## src/rtl/mem_seq_ctrl.sv

```systemverilog
// mem_seq_ctrl: multi-cycle phase sequencer sharing one memory port between fetch and load/store,
// with a bounded ready wait that halts the core on timeout.
module mem_seq_ctrl #(
   parameter int ADDR_W  = 32,
   parameter int DATA_W  = 32,
   parameter int TIMEOUT = 15
) (
   input  logic                clk,
   input  logic                rstn,
   input  logic [ADDR_W-1:0]   pc,
   input  logic                is_load,
   input  logic                is_store,
   input  logic [ADDR_W-1:0]   dmem_addr,
   input  logic [DATA_W-1:0]   dmem_wdata,
   input  logic [DATA_W/8-1:0] dmem_wstrb,
   input  logic                mem_ready,
   output logic                mem_req,
   output logic                mem_we,
   output logic [ADDR_W-1:0]   mem_addr,
   output logic [DATA_W-1:0]   mem_wdata,
   output logic [DATA_W/8-1:0] mem_wstrb,
   output logic [3:0]          state,
   output logic                pc_we,
   output logic                ld_vld,
   output logic                bus_err
);
   localparam int CW = (TIMEOUT > 0) ? $clog2(TIMEOUT + 1) : 1;

   typedef enum logic [2:0] {S_IDLE, S_IF, S_EX, S_MEM, S_WB, S_HALT} fsm_t;

   fsm_t                r_fsm;
   logic [CW-1:0]       r_cnt;
   logic                r_ld;
   logic                r_st;
   logic                r_err;
   logic [ADDR_W-1:0]   r_addr;
   logic [DATA_W-1:0]   r_wdata;
   logic [DATA_W/8-1:0] r_wstrb;
   logic                w_if;
   logic                w_ex;
   logic                w_mem;
   logic                w_wb;
   logic                w_tmo;

   assign w_if  = r_fsm == S_IF;
   assign w_ex  = r_fsm == S_EX;
   assign w_mem = r_fsm == S_MEM;
   assign w_wb  = r_fsm == S_WB;
   assign w_tmo = (TIMEOUT != 0) && (r_cnt == CW'(TIMEOUT));

   always_ff @(posedge clk or negedge rstn)
      if (!rstn) begin
         r_fsm   <= S_IDLE;
         r_cnt   <= '0;
         r_ld    <= 1'b0;
         r_st    <= 1'b0;
         r_err   <= 1'b0;
         r_addr  <= '0;
         r_wdata <= '0;
         r_wstrb <= '0;
      end else begin
         case (r_fsm)
            S_IDLE: begin
               r_fsm <= S_IF;
               r_cnt <= '0;
            end
            S_IF, S_MEM: begin
               // ready in the final allowed cycle still completes normally
               if (mem_ready)
                  r_fsm <= w_if ? S_EX : S_WB;
               else if (w_tmo) begin
                  r_fsm <= S_HALT;
                  r_err <= 1'b1;
               end else
                  r_cnt <= r_cnt + 1'b1;
            end
            S_EX: begin
               r_ld    <= is_load & ~is_store;
               r_st    <= is_store;
               r_addr  <= dmem_addr;
               r_wdata <= dmem_wdata;
               r_wstrb <= dmem_wstrb;
               r_cnt   <= '0;
               r_fsm   <= (is_load | is_store) ? S_MEM : S_WB;
            end
            S_WB: begin
               r_fsm <= S_IF;
               r_cnt <= '0;
            end
            default: r_fsm <= S_HALT;
         endcase
      end

   assign mem_req   = w_if | w_mem;
   assign mem_we    = w_mem & r_st;
   assign mem_addr  = w_if ? pc : w_mem ? r_addr : '0;
   assign mem_wdata = (w_mem & r_st) ? r_wdata : '0;
   assign mem_wstrb = (w_mem & r_st) ? r_wstrb : '0;
   assign state     = {w_wb, w_mem, w_ex, w_if};
   assign pc_we     = w_wb;
   assign ld_vld    = w_mem & r_ld & mem_ready;
   assign bus_err   = r_err;
endmodule

```

## config.mk

```make
export PLATFORM = sky130hd
export DESIGN_NAME = mem_seq_ctrl
export DESIGN_NICKNAME = d
export VERILOG_FILES = /design/src/rtl/mem_seq_ctrl.sv
export SDC_FILE = /design/constraint.sdc
export NUM_CORES = 1
export LEC_CHECK = 0
export CAP_MARGIN = 10
export CELL_PAD_IN_SITES_DETAIL_PLACEMENT = 0
export CELL_PAD_IN_SITES_GLOBAL_PLACEMENT = 1
export CORE_MARGIN = 4
export CORE_UTILIZATION = 30
export CTS_CLUSTER_DIAMETER = 150
export DETAILED_ROUTE_END_ITERATION = 8
export PLACE_DENSITY = 0.75
export SYNTH_ARGS = -nofsm -noshare
export SYNTH_HDL_FRONTEND = slang
export SYNTH_SLANG_ARGS = --single-unit
```

## constraint.sdc

```tcl
create_clock -name clk -period 1.6 [get_ports clk]
set_clock_uncertainty 0.15 [all_clocks]
set_input_delay 0.32 -clock clk [delete_from_list [all_inputs] [get_ports clk]]
set_output_delay 0.32 -clock clk [all_outputs]
set_load 0.03 [all_outputs]
```

Word level (Yosys, flattened, before mapping)
Cells that the tools add are included.
{"block": "totals", "reg_bits": 78, "in_bits": 105, "output_inout_bits": 77}
{"block": "op_classes", "n_addsub": 1, "eq_ne": 8, "muxes": 12, "bitwise_logic": 8, "n_reduce_logical": 7}
{"cell": "$mux 32", "count": 3}
{"cell": "$mux 3", "count": 4}
{"cell": "$mux 4", "count": 3}
{"cell": "$pmux 3 s3", "count": 1}
{"cell": "$pmux 4 s2", "count": 1}
{"cell": "$eq 3x2->1 const B", "count": 2}
{"cell": "$reduce_and 3->1", "count": 2}
{"cell": "$add 4x1->4 const B", "count": 1}
{"cell": "$and 1x1->1", "count": 4}
{"cell": "$eq 4x4->1 const B", "count": 1}
{"cell": "$ne 2x2->1 const B", "count": 2}
{"cell": "$reduce_or 2->1", "count": 2}
{"cell": "$eq 3x1->1 const B", "count": 1}
{"cell": "$eq 3x3->1 const B", "count": 1}
{"cell": "$logic_not 3->1", "count": 1}
{"cell": "$ne 3x3->1 const B", "count": 1}
{"cell": "$reduce_or 3->1", "count": 1}
{"cell": "$not 1->1", "count": 2}
{"cell": "$or 1x1->1", "count": 2}
{"cell": "$reduce_bool 2->1", "count": 1}

Logic depth before layout (Yosys ltp)
{"block": "depth", "depth_word": 4, "depth_mapped": 6}

Worst setup path before layout
No wires, ideal clock.
{"block": "synth_timing", "path_type": "reg-to-output", "startpoint": "register r_fsm[1]", "endpoint": "output port state[3]", "arrival_ns": 1.755, "setup_slack_ns": -0.625, "path_stages_with_launch": 5, "cell_sequence": "dfrtp_1 > buf_6 > buf_2 > nor3_1 > buf_4"}
{"block": "synth_via", "elab_chain_cells": 1}
{"item": "start: declaration", "line_no": "31", "source": "fsm_t r_fsm;"}
{"item": "start signal: assignment", "line_no": "70", "source": "r_fsm <= w_if ? S_EX : S_WB;"}
{"item": "start signal: assignment", "line_no": "84", "source": "r_fsm <= (is_load | is_store) ? S_MEM : S_WB;"}
{"item": "$eq 3x3->1", "line_no": "48", "source": "assign w_wb = r_fsm == S_WB;"}
{"item": "end: declaration", "line_no": "22", "source": "output logic [3:0] state,"}
Every way passes these cells.

Final worst setup path
{"block": "layout_timing", "startpoint": "register r_fsm[1]", "endpoint": "output port mem_addr[15]"}
{"block": "layout_via", "elab_chain_cells": 3, "word_cells_on_any_way": 4}
{"item": "$eq 3x2->1", "line_no": "47", "source": "assign w_mem = r_fsm == S_MEM;"}
{"item": "$mux 32", "line_no": "96", "source": "assign mem_addr = w_if ? pc : w_mem ? r_addr : '0;"}
{"item": "$mux 32 *", "line_no": "96"}
{"item": "end: declaration", "line_no": "19", "source": "output logic [ADDR_W-1:0] mem_addr,"}
Every way passes the cells marked *; elsewhere a longest branch is shown, timed or not.

==> impl_results.md <==
* Status: complete, but fails checks
* Failing checks: setup timing
* Synth Flop Type: dfrtp_1
* Total power draw at roughly 4.7 mW
* Most used cell, CP: buf_4
* Synthesis-to-layout area growth at 89.2%
* Crit path buf inv count at 3
* TritonCTS Buffers at 9
* Final setup viols at 147
* H-tree levels at 3
* Pre-antenna DRT Iters at 4
* Clock sink count at 78
* Top-count cell post-synth: dfrtp_1
* Hold Vio Cnt, Final at 0
* Diode count at 0
* CTS tree: built
* Synthesized area at 4180 um2
* Power Density at 595 nW/um2
* #FFs+latches synth at slightly below 80
* Crit-path slowest cell: dfrtp_2
* Post-synth top area cell: dfrtp_1
* Hold Path Class: in -> async
* CP Data Required Time at 1.13 ns
* DR iter-0 viols at 138
* Commonest cells in the netlist: dfrtp_1 (78), mux2_4 (67), and2_1 (36)
* WS Path Type: reg -> out
* DP Area at 6420 um2
* Total Wirelength at between 10,000 and 15,000 um
* I/O Buffers at 181
* Root Driver: clkbuf_16
* Largest net degree at the start of global routing at 42
* Peak supply drop at slightly above 0.0005 V
* Total number of vias at 3,334
* EDFF count, synth at 0
* Clk Latency, worst-skew pair at 0.33 ns
* Crit path max fanout at 5
* PnR worst setup slack at -0.457 ns
* Final core area utilization at 0.588
* Clock transition at path regs at 0.06 ns
* Crit path DAT at between 1.5 and 2 ns
* Slew Viols, Final at 0
* Final ANT Viol Nets at 0
* Max Clk Rate at slightly below 500 MHz
* Slew HR at 0.803
* Fraction of layout cells with a size suffix above 1 at 0.607
* DRC viols at 0
* Worst-margin pin slew at 0.295 ns
* Worst setup SP type: register
* Number of synthesis warnings at 0
* Unrepaired setup endpoints after global routing: true
* Worst path max stage delay at 0.43 ns
* Die area at roughly 16,000 um2
* Delay-heaviest family, CP: buffers and inverters
* Reg2reg setup slack at -0.40 ns
* Tot GR Track Use at 0.153
* Crit share post-route at 1.29
* Via density at 4.55
* Vias in the first global route at 3,592
* Clock Path Buffers at 2
* Fin crit period at 2.06 ns
* Synth unique cells at 33
* CP endpoint kind: primary output
* CORE AREA at 13,500 um2
* Mapped Cells at roughly 320
* Finished Layout Cells at 733
* Routability Congestion at a little under 0.8
* Register area share after synthesis at 0.467
* Avg Cell Area, Syn at 13.2 um2
* Initial Utilization at 0.311
* Ports at between 150 and 200
* Die Ht at approximately 130 um
* Die span in x at around 130 um
* Gr ovfl total at 0
* Fin area at 7910 um2
* Row count at 42
* Drt wl/cell at about 18 um
* Yosys top cell area share at 0.467
* Final nets at 659
* Leak at around 3.6 nW
* Async SR Flop Fraction at 1.00
* Max-Cap Viols at 0
* Initial antenna violation count at 0
* First-pass GRT wire length at 19,400 um
* Area contributors post-synth: dfrtp_1 (47%), mux2_4 (24%), mux2i_1 (7.7%)
* Critical path cell sequence: buf_4 > clkbuf_16 > mux2i_2 > nor2_4 > buf_4
* Net Count, Synth at 423
* Hpwl dp at 8370 um
* Dpl cells at slightly below 700
[registers in the layout (all words and copies together), names as in the netlist]
name / count
bus_err: 1
r_wstrb: 4
r_addr: 32
r_wdata: 32
r_st: 1
r_cnt: 4
r_fsm: 3
r_ld: 1
[worst paths after layout]
kind / startpoint / end / depth (start not counted)
min in group clk: bus_err$_DFFE_PN0P_ / bus_err$_DFFE_PN0P_ / 1
max in group asynchronous: rstn / r_wdata[13]$_DFFE_PN0P_ / 3
min: rstn / r_addr[12]$_DFFE_PN0P_ / 2
max: r_fsm[1]$_DFFE_PN0P_ / mem_addr[15] / 5
min reg2reg: bus_err$_DFFE_PN0P_ / bus_err$_DFFE_PN0P_ / 1
max reg2reg: r_fsm[2]$_DFFE_PN0P_ / r_wdata[30]$_DFFE_PN0P_ / 8
[area by class of cell]
class	instances	area, um2
fillers	1071	5540
well taps	176	220
repair buffers	251	2930
clock buffers	11	243
inverters	5	21.3
flip-flops and latches	78	1960
clock inverters	4	95.1
multi-input cells	208	2440
[placed cells by master (no fill, tap or decap), drive strengths merged, types with 3 or more instances in the layout]
master	count
dfrtp	78
o311ai	3
bufinv	3
inv	5
clkbuf	17
nor2	34
buf	140
and2	36
mux2i	32
mux2	69
nand3	3
o21ai	4
clkdlybuf4s50	103
nand2	5
[through the flow]
| step | hold slack [ns] | TNS [ns] | setup slack, ns |
|---|---|---|---|
| floorplan | -0.126 | -2.73 | -0.0691 |
| global placement | 0.0760 | -10.42 | -0.158 |
| detailed placement | 0.0739 | -13.24 | -0.196 |
| CTS | 0.258 | -48.08 | -0.484 |
| global route | 0.277 | -62.29 | -0.531 |
| finish | 0.261 | -50.67 | -0.457 |
[metal layers]
metal | global-route usage | vias up | part of all wire
met5 | 0 | - | 0
li1 | - | 1571 | -
met4 | 0.0454 | 0 | 0.013
met1 | 0.192 | 1655 | 0.43
met2 | 0.265 | 96 | 0.51
met3 | 0.0334 | 12 | 0.045
[cells by family (layout without fill, tap and decap cells)]
logic type	after synthesis	in the layout	share of synthesized area
flip-flops	78	78	0.467
AO/OA/AOI/OAI	15	15	0.0254
multiplexers	101	101	0.323
buffers and inverters	31	271	0.0646
adder cells (fa/ha/maj)	1	1	0.00299
AND/OR/NAND/NOR	91	91	0.118
[report_power, final]
| part | leakage (nW) | switching (mW) | internal [mW] |
|---|---|---|---|
| sequential | 1.07 | 0 | 1.97 |
| combinational | 2.35 | 0.124 | 0.269 |
| clock | 0.166 | 0.788 | 1.56 |
[repair_timing]
item / 4_1_cts / 5_1_grt
pin swaps: 9 / 20
hold buffers: 1 / 0
gates cloned: 8 / 9
hold endpoints to repair: 19 / 0
buffers inserted: 19 / 7
gates resized for setup: 112 / 59
setup endpoints to repair: 145 / 151
No activity file was read; power rests on OpenSTA's default activity.
